<file path="src/rtl/instruction_fetch.sv">
// Instruction fetch stage: single-outstanding memory request engine feeding a
// 2-entry {PC, instruction} buffer toward decode, with branch redirect/flush.
module instruction_fetch #(
  parameter logic [31:0] RESET_PC = 32'h0000_0000
) (
  input  logic        clk,
  input  logic        rst_n,
  input  logic        PCSrc,
  input  logic [31:0] BranchTarget,
  output logic        IMemReq,
  output logic [31:0] IMemAddr,
  input  logic        IMemAck,
  input  logic [31:0] IMemRData,
  output logic        InstrValid,
  input  logic        InstrReady,
  output logic [31:0] Instruction,
  output logic [31:0] InstrPC,
  output logic [6:0]  Opcode
);

  typedef enum logic [1:0] {IDLE, FETCH, DRAIN} state_t;

  state_t      state, state_next;
  logic        req, req_next;
  logic [31:0] addr, addr_next;
  logic [31:0] fetch_pc, fetch_pc_next;
  logic [31:0] redirect_pc;
  logic        push, pop;

  logic [31:0] fifo_pc  [2];
  logic [31:0] fifo_ins [2];
  logic        rd_ptr, wr_ptr;
  logic [1:0]  count;

  assign redirect_pc = BranchTarget & 32'hFFFF_FFFC;
  assign pop         = (count != 2'd0) && InstrReady;

  always_comb begin
    state_next    = state;
    req_next      = req;
    addr_next     = addr;
    fetch_pc_next = fetch_pc;
    push          = 1'b0;
    case (state)
      IDLE: begin
        if (!PCSrc && (count <= 2'd1)) begin
          state_next = FETCH;
          req_next   = 1'b1;
          addr_next  = fetch_pc;
        end
      end
      FETCH: begin
        if (IMemAck) begin
          req_next   = 1'b0;
          state_next = IDLE;
          if (!PCSrc) begin
            push          = 1'b1;
            fetch_pc_next = addr + 32'd4;
          end
        end else if (PCSrc) begin
          // keep the request on the bus until memory answers, then drop it
          state_next = DRAIN;
        end
      end
      DRAIN: begin
        if (IMemAck) begin
          req_next   = 1'b0;
          state_next = IDLE;
        end
      end
      default: state_next = IDLE;
    endcase
    if (PCSrc) fetch_pc_next = redirect_pc;
  end

  always_ff @(posedge clk) begin
    if (!rst_n) begin
      state    <= IDLE;
      req      <= 1'b0;
      addr     <= 32'd0;
      fetch_pc <= RESET_PC;
    end else begin
      state    <= state_next;
      req      <= req_next;
      addr     <= addr_next;
      fetch_pc <= fetch_pc_next;
    end
  end

  // buffer occupancy; a redirect flushes after any same-cycle pop
  always_ff @(posedge clk) begin
    if (!rst_n) begin
      count  <= 2'd0;
      rd_ptr <= 1'b0;
      wr_ptr <= 1'b0;
    end else if (PCSrc) begin
      count  <= 2'd0;
      rd_ptr <= 1'b0;
      wr_ptr <= 1'b0;
    end else begin
      case ({push, pop})
        2'b10: begin
          count  <= count + 2'd1;
          wr_ptr <= ~wr_ptr;
        end
        2'b01: begin
          count  <= count - 2'd1;
          rd_ptr <= ~rd_ptr;
        end
        2'b11: begin
          wr_ptr <= ~wr_ptr;
          rd_ptr <= ~rd_ptr;
        end
        default: ;
      endcase
    end
  end

  always_ff @(posedge clk) begin
    if (push) begin
      fifo_pc[wr_ptr]  <= addr;
      fifo_ins[wr_ptr] <= IMemRData;
    end
  end

  assign IMemReq     = req;
  assign IMemAddr    = addr;
  assign InstrValid  = (count != 2'd0);
  assign Instruction = InstrValid ? fifo_ins[rd_ptr] : 32'd0;
  assign InstrPC     = InstrValid ? fifo_pc[rd_ptr]  : 32'd0;
  assign Opcode      = Instruction[6:0];

endmodule

</file>
<file path="config.mk">
export PLATFORM = sky130hd
export DESIGN_NAME = instruction_fetch
export DESIGN_NICKNAME = d
export VERILOG_FILES = /design/src/rtl/instruction_fetch.sv
export SDC_FILE = /design/constraint.sdc
export NUM_CORES = 1
export LEC_CHECK = 0
export CORE_MARGIN = 2
export CORE_UTILIZATION = 25
export CTS_BUF_LIST = sky130_fd_sc_hd__clkbuf_8
export CTS_CLUSTER_DIAMETER = 150
export CTS_CLUSTER_SIZE = 30
export DETAILED_ROUTE_END_ITERATION = 16
export GPL_TIMING_DRIVEN = 0
export PLACE_DENSITY = 0.47
export SYNTH_ARGS = -nofsm -noshare
export SYNTH_HDL_FRONTEND = slang
export SYNTH_SLANG_ARGS = --single-unit
export TNS_END_PERCENT = 30
</file>
<file path="constraint.sdc">
create_clock -name clk -period 12.44 [get_ports clk]
set_clock_uncertainty 0.05 [all_clocks]
set_input_delay 2.488 -clock clk [delete_from_list [all_inputs] [get_ports clk]]
set_output_delay 2.488 -clock clk [all_outputs]
set_load 0.02 [all_outputs]
</file>
==> reports/qor.txt, run 1 <==
Die area = 35,140 µm²
Yosys reg bits = 200
Vias in the first global route = 5,900
Rows = 67
Postcts setup bufs = 0
Setup WS pre-CTS = 6699 ps
Setup violations, final = 0
Worst-Skew Late Latency = 460 ps
Area of the mapped netlist = 8414 µm²
Clk slew on worst S/H paths = 100 ps
Worst EP arrival = 3150 ps
Vias per cell = 4.414
Post-DP HPWL = 16.78 mm
Mapped Avg Cell Area = 11.54 µm²
Max_slew headroom = 0.3729
Critical Path RT = 9900 ps
Area occupied by multi-input gates = 2856 µm²
# DRC = 0
Worst Setup Start Kind = flop
Initial Utilization = 0.2522
M3 GR Usage = 0.02852
Critical Path Fanout Max = 10
Min-Delay Path Class = flop to flop
Via count = 6,100
Post-synth top area share = 0.4568
Register area = 5285 µm²
Pwr/cell area = 120.6 nW/µm²
Synth unique cells = 48
Die Y = 187.5 µm
Met2 usage = 0.2155
Finished Cell Area = 11,170 µm²
Area leader, netlist = edfxtp_1
Total congestion overflow = 0
Worst Setup End Kind = primary output
Gpl congestion = 0.7771
# diodes = 0
Logic pwr share = 0.124
Clock network power share = 0.325
Final hold violations = 0
Power share of the sequential group = 0.551
Max-cap violations = 0
Port Buf Inserts = 170
Area delta synth->final = 32.71%
Gr usage total = 0.1360
Root Driver = clkbuf_8
Post-synth EDFFs = 128
Share of layout cells above drive strength 1 = 0.06959
Post-Synthesis Cells = 729
Sw frac = 0.2669
# fillers = 3,432
Fmax = 175.7 MHz
Setup ws final = 6749 ps
TritonCTS clock tree = done
Static Leak = 3.651 nW
Busiest metal layer after global routing = met2
Status = finished clean
Cell-internal power = 0.9869 mW
CTS Hold Bufs = 0
Pwr Total = 1.346 mW
Switching power = 0.3593 mW
Minimum hold slack = 398.2 ps
Synth top area cells = edfxtp_1 46%, dfxtp_1 17%, mux2i_1 7.7%
DP Area = 10,760 µm²
Commonest non-fill, non-tap cells in the layout = 170 x clkdlybuf4s50_1, 128 x edfxtp_1, 99 x nor2_1, 86 x nand2_1, 72 x dfxtp_1
Largest net degree at the start of global routing = 52
Ys flop type = edfxtp_1
Crit path kind = flop to primary output
WL final = 23.87 mm
Final min period = 5691 ps
Routed Antenna Nets = 0
Commonest non-fill, non-tap cell in the layout = clkdlybuf4s50_1
Core region area = 33,360 µm²
Antenna violations before repair = 0
Sequential share of the synthesized area = 0.6281
IO Pins = 174
TritonCTS Buffers = 17
Max IR drop VDD = 0.05777 mV
Yosys synthesis warning count = 0
First-pass GRT wire length = 36.17 mm
CTS H-tree depth = 4
Met1 usage = 0.1888
Setup TNS Final = 0 ps
Drt pass-1 iters = 8
Average wire per cell in the routed design = 17.27 µm
RSZ-0062 raised after global routing = false
Final period util = 0.4575
Clock net sink count = 200
Nets = 999
Slew Viols, Final = 0
DR iter-0 viols = 318
CTS Buffer Depth = 2
Post-synth ARST share = 0
Die X = 187.5 µm
Worst-margin pin slew = 933.5 ps
Post-Syn Nets = 807
Post_cts resized = 0
-- synthesized netlist by cell type (3+ instances only) --
library cell	count
nor3_1	8
buf_1	10
xnor2_1	12
nor2_1	100
a21oi_1	64
a211oi_1	5
and4_1	3
buf_4	7
o22ai_1	9
nor4_4	3
nand4_1	8
nand2_1	86
and3_1	19
nand3_1	15
and3_2	3
xor2_1	13
clkbuf_1	25
a21boi_0	3
o21ai_0	18
mux2i_1	65
inv_1	10
dfxtp_1	72
ha_1	9
edfxtp_1	128
-- final cells by class --
class / count / area share
Sequential cell: 200 / 0.4733
Clock buffer: 17 / 0.02095
Buffer: 48 / 0.02185
Clock inverter: 15 / 0.01580
Multi-Input combinational cell: 470 / 0.2558
Tap cell: 448 / 0.05020
Timing Repair Buffer: 173 / 0.1584
Inverter: 11 / 0.003697
-- metrics by stage --
stage,std cells,utilization
floorplan,729,-
global placement,1347,0.3200
detailed placement,1350,0.3224
CTS,1382,0.3347
global route,1382,0.3347
finish,1382,0.3347
-- flip-flops by register name, indices dropped and copies added, names as in the netlist, named ones only --
register	cells
fifo_ins	64
fifo_pc	64
IMemAddr	32
fetch_pc	32
count	2
state	2
IMemReq	1
rd_ptr	1
wr_ptr	1
-- cells by family (layout without fill, tap and decap cells) --
kind of cell             after synthesis  in the layout  share of synthesized area
buffers and inverters                 59            264                    0.03390
adder cells (fa/ha/maj)                9              9                    0.01338
multiplexers                          65             65                    0.07732
AND/OR/NAND/NOR                      261            261                     0.1472
flip-flops                           200            200                     0.6281
AO/OA/AOI/OAI                        110            110                    0.07405
XOR/XNOR                              25             25                    0.02602
-- routing by layer --
layer	share of wire	routed length [µm]
met2	0.46	10940
met4	0.015	369
met1	0.48	11430
met5	0	0
met3	0.047	1128
-- path summary, 6_finish.rpt --
path | from | endpoint | slack (ps) | cells after the start
hold / removal | fetch_pc[28]$_SDFFE_PN0P_ | IMemAddr[28]$_SDFFE_PN0P_ | 400 | 2
hold reg to reg | fetch_pc[28]$_SDFFE_PN0P_ | IMemAddr[28]$_SDFFE_PN0P_ | 400 | 2
setup / recovery | flop | Opcode[6] | 6750 | 6
setup reg to reg | state[1]$_SDFFE_PN0P_ | fifo_pc[0][0]$_DFFE_PP_ | 9120 | 9
-- worst max-delay path, stage by stage, from the launching register on --
cell and delay (ps):
dfxtp_1 320, clkbuf_1 650, buf_1 660, mux2i_1 160, nor2_1 180, buf_4 140, clkdlybuf4s50_1 590
-- power by group through the flow --
stage                     logic [mW]  registers [mW]  clock network [mW]
after floorplan               0.0803           0.759                   0
after global placement         0.167           0.759                   0
after detailed placement       0.169           0.758                   0
after CTS                      0.170           0.742               0.458
after global routing           0.182           0.746               0.482
final                          0.167           0.742               0.437
Note: power is estimated with default switching activity, not from simulation.
==> run 2: changes to the inputs <==
PLACE_DENSITY = 0.48   (was 0.47)
clock period = 4.8 ns   (was 12.44 ns; I/O delays follow)
==> run 2 against run 1 <==
- utilization shrank 0.071 points
- clock-buffer cell count grew 1
- largest cell class unchanged
- via count shrank 0.62%
- flip-flop and latch count is the same
- largest power group unchanged
- first-iteration DRC count shrank 12%
- critical path depth grew 1
- sequential share of layout area grew 0.10 points
==> reports/qor.txt, run 2 (synthesis gave the netlist of run 1 again) <==
Initial Utilization = 0.2522 (unchanged)
Setup WS pre-CTS = 597.2 ps (was 6699 ps)
Clk slew on worst S/H paths = 120 ps (was 100 ps)
# diodes = 0 (unchanged)
CTS H-tree depth = 4 (unchanged)
Clock net sink count = 200 (unchanged)
Max IR drop VDD = 0.1560 mV (was 0.05777 mV)
Setup ws final = 646.5 ps (was 6749 ps)
Worst Setup End Kind = primary output (unchanged)
Postcts setup bufs = 0 (unchanged)
Critical Path Fanout Max = 10 (unchanged)
CTS Hold Bufs = 0 (unchanged)
Rows = 67 (unchanged)
Fin util = 0.3340 (was 0.3347)
Worst Setup Start Kind = flop (unchanged)
CTS Buffer Depth = 2 (unchanged)
Non-Filler Instances = 1,382 (unchanged)
DP Area = 10,760 µm² (unchanged)
Drt pass-1 iters = 5 (was 8)
Slew Viols, Final = 0 (unchanged)
Minimum hold slack = 405.4 ps (was 398.2 ps)
Max-cap violations = 0 (unchanged)
Nets = 999 (unchanged)
Post_cts resized = 0 (unchanged)
Die Y = 187.5 µm (unchanged)
Core region area = 33,360 µm² (unchanged)
Via count = 6,062 (was 6,100)
Commonest non-fill, non-tap cells in the layout = 170 x clkdlybuf4s50_1, 128 x edfxtp_1, 99 x nor2_1, 86 x nand2_1, 72 x dfxtp_1 (unchanged)
Max_slew headroom = 0.3278 (was 0.3729)
RSZ-0062 raised after global routing = false (unchanged)
Final hold violations = 0 (unchanged)
Final min period = 4154 ps
Finished Cell Area = 11,140 µm² (was 11,170 µm²)
Post-DP HPWL = 16.67 mm (was 16.78 mm)
Worst EP arrival = 3140 ps (was 3150 ps)
Placed insts = 1,350 (unchanged)
# DRC = 0 (unchanged)
DR iter-0 viols = 279 (was 318)
Pwr/cell area = 307.7 nW/µm² (was 120.6 nW/µm²)
First-pass GRT wire length = 35.91 mm (was 36.17 mm)
TritonCTS clock tree = done (unchanged)
Share of layout cells above drive strength 1 = 0.06852 (was 0.06959)
Vias in the first global route = 5,998 (was 5,900)
Largest net degree at the start of global routing = 49 (was 52)
Commonest non-fill, non-tap cell in the layout = clkdlybuf4s50_1 (unchanged)
WL final = 23.72 mm (was 23.87 mm)
Routed Antenna Nets = 0 (unchanged)
Min-Delay Path Class = flop to flop (unchanged)
Die area = 35,140 µm² (unchanged)
Worst-margin pin slew = 1008 ps (was 933.5 ps)
IO Pins = 174 (unchanged)
Average wire per cell in the routed design = 17.17 µm (was 17.27 µm)
Pwr Total = 3.429 mW (was 1.346 mW)
Gpl congestion = 0.7823 (was 0.7771)
Area delta synth->final = 32.43% (was 32.71%)
Gr usage total = 0.1353 (was 0.1360)
Root Driver = clkbuf_8 (unchanged)
Largest regs = fifo_ins x64, fifo_pc x64 (unchanged)
Crit path kind = flop to primary output (unchanged)
Port Buf Inserts = 170 (unchanged)
Fmax = 240.8 MHz
Total congestion overflow = 0 (unchanged)
Worst-Skew Late Latency = 460 ps (about the same)
Final period util = 0.8653
Critical Path RT = 3790 ps (was 9900 ps)
TritonCTS Buffers = 17 (unchanged)
Antenna violations before repair = 1 (was 0)
Static Leak = 3.624 nW (was 3.651 nW)
Status = finished clean (unchanged)
Vias per cell = 4.386 (was 4.414)
Setup violations, final = 0 (unchanged)
Die X = 187.5 µm (unchanged)
Setup TNS Final = 0 ps (unchanged)
# fillers = 3,439 (was 3,432)
run 2: cell types whose count changed in the layout (fill, tap and decap cells not counted), sizes merged:
cell / change
inv: -4
clkbuf: +1
bufinv: -1
clkinvlp: +4
run 2: path summary, 6_finish.rpt:
path         slack (ps)                        end                      start  depth (start not counted)
max reg2reg        1490   fifo_ins[0][2]$_DFFE_PP_      state[1]$_SDFFE_PN0P_                          9
min                 410  IMemAddr[31]$_SDFFE_PN0P_  fetch_pc[31]$_SDFFE_PN0P_                          2
min reg2reg         410  IMemAddr[31]$_SDFFE_PN0P_  fetch_pc[31]$_SDFFE_PN0P_                          2
max                 650                  Opcode[6]      count[1]$_SDFFE_PP0P_                          7
run 2: critical path, stage by stage, from the launching register on:
cell	delay (ps)
dfxtp_1	330
inv_1	90
ha_1	180
clkbuf_1	760
buf_1	470
nor2_1	150
buf_4	160
clkdlybuf4s50_1	540
run 2: routing by layer:
metal  global-route usage  wire [µm]  vias to the layer above
li1                     -          -                     2977
met1               0.1820      11320                     2908
met2               0.2203      10930                      160
met3              0.03527       1277                       15
met4              0.02695        182                        2
met5                    0         13                        -
run 2: where the power goes:
| part | internal [mW] | switching [mW] | total [mW] |
|---|---|---|---|
| clock network | 0.438 | 0.635 | 1.07 |
| logic | 0.189 | 0.243 | 0.432 |
| registers | 1.88 | 0.0419 | 1.92 |
run 2: cell type report:
cell class | count | area [µm²] | share of cell area
clock inverters | 14 | 138.9 | 0.01246
plain buffers | 48 | 244.0 | 0.02190
well taps | 448 | 560.5 | 0.05030
flip-flops and latches | 200 | 5285 | 0.4743
clock buffers | 18 | 247.7 | 0.02223
multi-input cells | 470 | 2856 | 0.2563
repair buffers | 173 | 1769 | 0.1588
inverters | 11 | 41.29 | 0.003705
==> run 3: changes to the inputs <==
CAP_MARGIN = 0   (was default)
CORE_MARGIN = 4   (was 2)
==> run 3 against run 2 <==
- critical path depth down 1
- clock-buffer cell count down 1
- final area down 0.38%
- worst setup slack worse by 5.9 ps
- worst hold slack worse by 1.8 ps
- clock power down 7%
==> reports/qor.txt, run 3 (synthesis gave the netlist of run 1 again) <==
Status = finished clean (unchanged)
Setup WS pre-CTS = 636.0 ps (was 597.2 ps)
Gr usage total = 0.1310 (was 0.1353)
# fillers = 3,389 (was 3,439)
Largest regs = fifo_ins x64, fifo_pc x64 (unchanged)
CTS Buffer Depth = 2 (unchanged)
WL final = 24.31 mm (was 23.72 mm)
Crit path kind = flop to primary output (unchanged)
Antenna violations before repair = 0 (was 1)
DR iter-0 viols = 377 (was 279)
IO Pins = 174 (unchanged)
Final hold violations = 0 (unchanged)
Rows = 66 (was 67)
Fmax = 240.4 MHz (was 240.8 MHz)
Post_cts resized = 0 (unchanged)
Setup ws final = 640.6 ps (was 646.5 ps)
Max_slew headroom = 0.3742 (was 0.3278)
Worst-Skew Late Latency = 470 ps (was 460 ps)
Clock net sink count = 200 (unchanged)
Nets = 999 (unchanged)
Vias in the first global route = 6,026 (was 5,998)
Static Leak = 3.611 nW (was 3.624 nW)
Gpl congestion = 0.7820 (was 0.7823)
Minimum hold slack = 403.5 ps (was 405.4 ps)
Area delta synth->final = 31.93% (was 32.43%)
# diodes = 0 (unchanged)
Worst Setup End Kind = primary output (unchanged)
Max-cap violations = 0 (unchanged)
Die area = 36,660 µm² (was 35,140 µm²)
Final min period = 4159 ps (was 4154 ps)
Average wire per cell in the routed design = 17.66 µm (was 17.17 µm)
CTS Hold Bufs = 0 (unchanged)
Largest net degree at the start of global routing = 51 (was 49)
Setup TNS Final = 0 ps (unchanged)
Min-Delay Path Class = flop to flop (unchanged)
Commonest non-fill, non-tap cells in the layout = 170 x clkdlybuf4s50_1, 128 x edfxtp_1, 99 x nor2_1, 86 x nand2_1, 72 x dfxtp_1 (unchanged)
TritonCTS clock tree = done (unchanged)
Pwr/cell area = 302.3 nW/µm² (was 307.7 nW/µm²)
Drt pass-1 iters = 7 (was 5)
Initial Utilization = 0.2560 (was 0.2522)
Slew Viols, Final = 0 (unchanged)
Routed Antenna Nets = 0 (unchanged)
DP Area = 10,750 µm² (was 10,760 µm²)
Pwr Total = 3.355 mW (was 3.429 mW)
Critical Path RT = 3790 ps (about the same)
Total congestion overflow = 0 (unchanged)
Non-Filler Instances = 1,376 (was 1,382)
RSZ-0062 raised after global routing = false (unchanged)
First-pass GRT wire length = 36.25 mm (was 35.91 mm)
Placed insts = 1,344 (was 1,350)
TritonCTS Buffers = 17 (unchanged)
Worst-margin pin slew = 938.7 ps (was 1008 ps)
Fin util = 0.3377 (was 0.3340)
Critical Path Fanout Max = 10 (unchanged)
Final period util = 0.8665 (was 0.8653)
Finished Cell Area = 11,100 µm² (was 11,140 µm²)
Vias per cell = 4.455 (was 4.386)
Share of layout cells above drive strength 1 = 0.06745 (was 0.06852)
Max IR drop VDD = 0.1631 mV (was 0.1560 mV)
Root Driver = clkbuf_8 (unchanged)
Postcts setup bufs = 0 (unchanged)
Core region area = 32,870 µm² (was 33,360 µm²)
Die X = 191.5 µm (was 187.5 µm)
Port Buf Inserts = 170 (unchanged)
Via count = 6,130 (was 6,062)
CTS H-tree depth = 4 (unchanged)
Setup violations, final = 0 (unchanged)
Worst EP arrival = 3150 ps (was 3140 ps)
Commonest non-fill, non-tap cell in the layout = clkdlybuf4s50_1 (unchanged)
# DRC = 0 (unchanged)
Post-DP HPWL = 17.30 mm (was 16.67 mm)
Die Y = 191.5 µm (was 187.5 µm)
Clk slew on worst S/H paths = 110 ps (was 120 ps)
Worst Setup Start Kind = flop (unchanged)
==> run 3: cell count changes in the layout (fill, tap and decap cells not counted) <==
| cell | change |
|---|---|
| clkinv_1 | +2 |
| inv_1 | -1 |
| clkbuf_8 | -1 |
| inv_8 | +1 |
| clkinvlp_4 | -1 |
| inv_6 | +1 |
| bufinv_16 | -1 |
| clkinv_2 | +2 |
| clkinv_4 | -2 |
==> run 3: worst paths after layout <==
kind	from	end	slack, ps	cells past startpoint
max	flop	Opcode[3]	640	6
min	fetch_pc[12]$_SDFFE_PN0P_	IMemAddr[12]$_SDFFE_PN0P_	400	2
min reg2reg	fetch_pc[12]$_SDFFE_PN0P_	IMemAddr[12]$_SDFFE_PN0P_	400	2
max reg2reg	state[1]$_SDFFE_PN0P_	fifo_ins[0][3]$_DFFE_PP_	1510	9
==> run 3: cell type report <==
cell class / count / area [µm²] / area share
flip-flops and latches: 200 / 5285 / 0.4761
multi-input cells: 470 / 2856 / 0.2573
repair buffers: 173 / 1769 / 0.1594
well taps: 442 / 553.0 / 0.04982
plain buffers: 48 / 244.0 / 0.02198
clock buffers: 17 / 234.0 / 0.02108
clock inverters: 15 / 117.6 / 0.01060
inverters: 11 / 41.29 / 0.003720
==> run 3: metal layers <==
metal	wire length, µm	up-vias	GRT usage	share of wire
met3	1237	21	0.02922	0.051
met1	11470	2964	0.1787	0.47
met5	0	-	0	0
li1	-	2979	-	-
met2	11240	166	0.2106	0.46
met4	364	0	0.03508	0.015
==> run 3: power by group <==
group	switching (mW)	internal, mW
Clock	0.625	0.371
Combinational	0.246	0.189
Sequential	0.0427	1.88
Total	0.914	2.44
==> run 3: worst max-delay path, stage by stage, from the launching register on <==
cell and delay (ps):
dfxtp_1 320, clkbuf_1 620, buf_1 660, mux2i_1 170, nor2_1 180, buf_4 130
clkdlybuf4s50_1 590
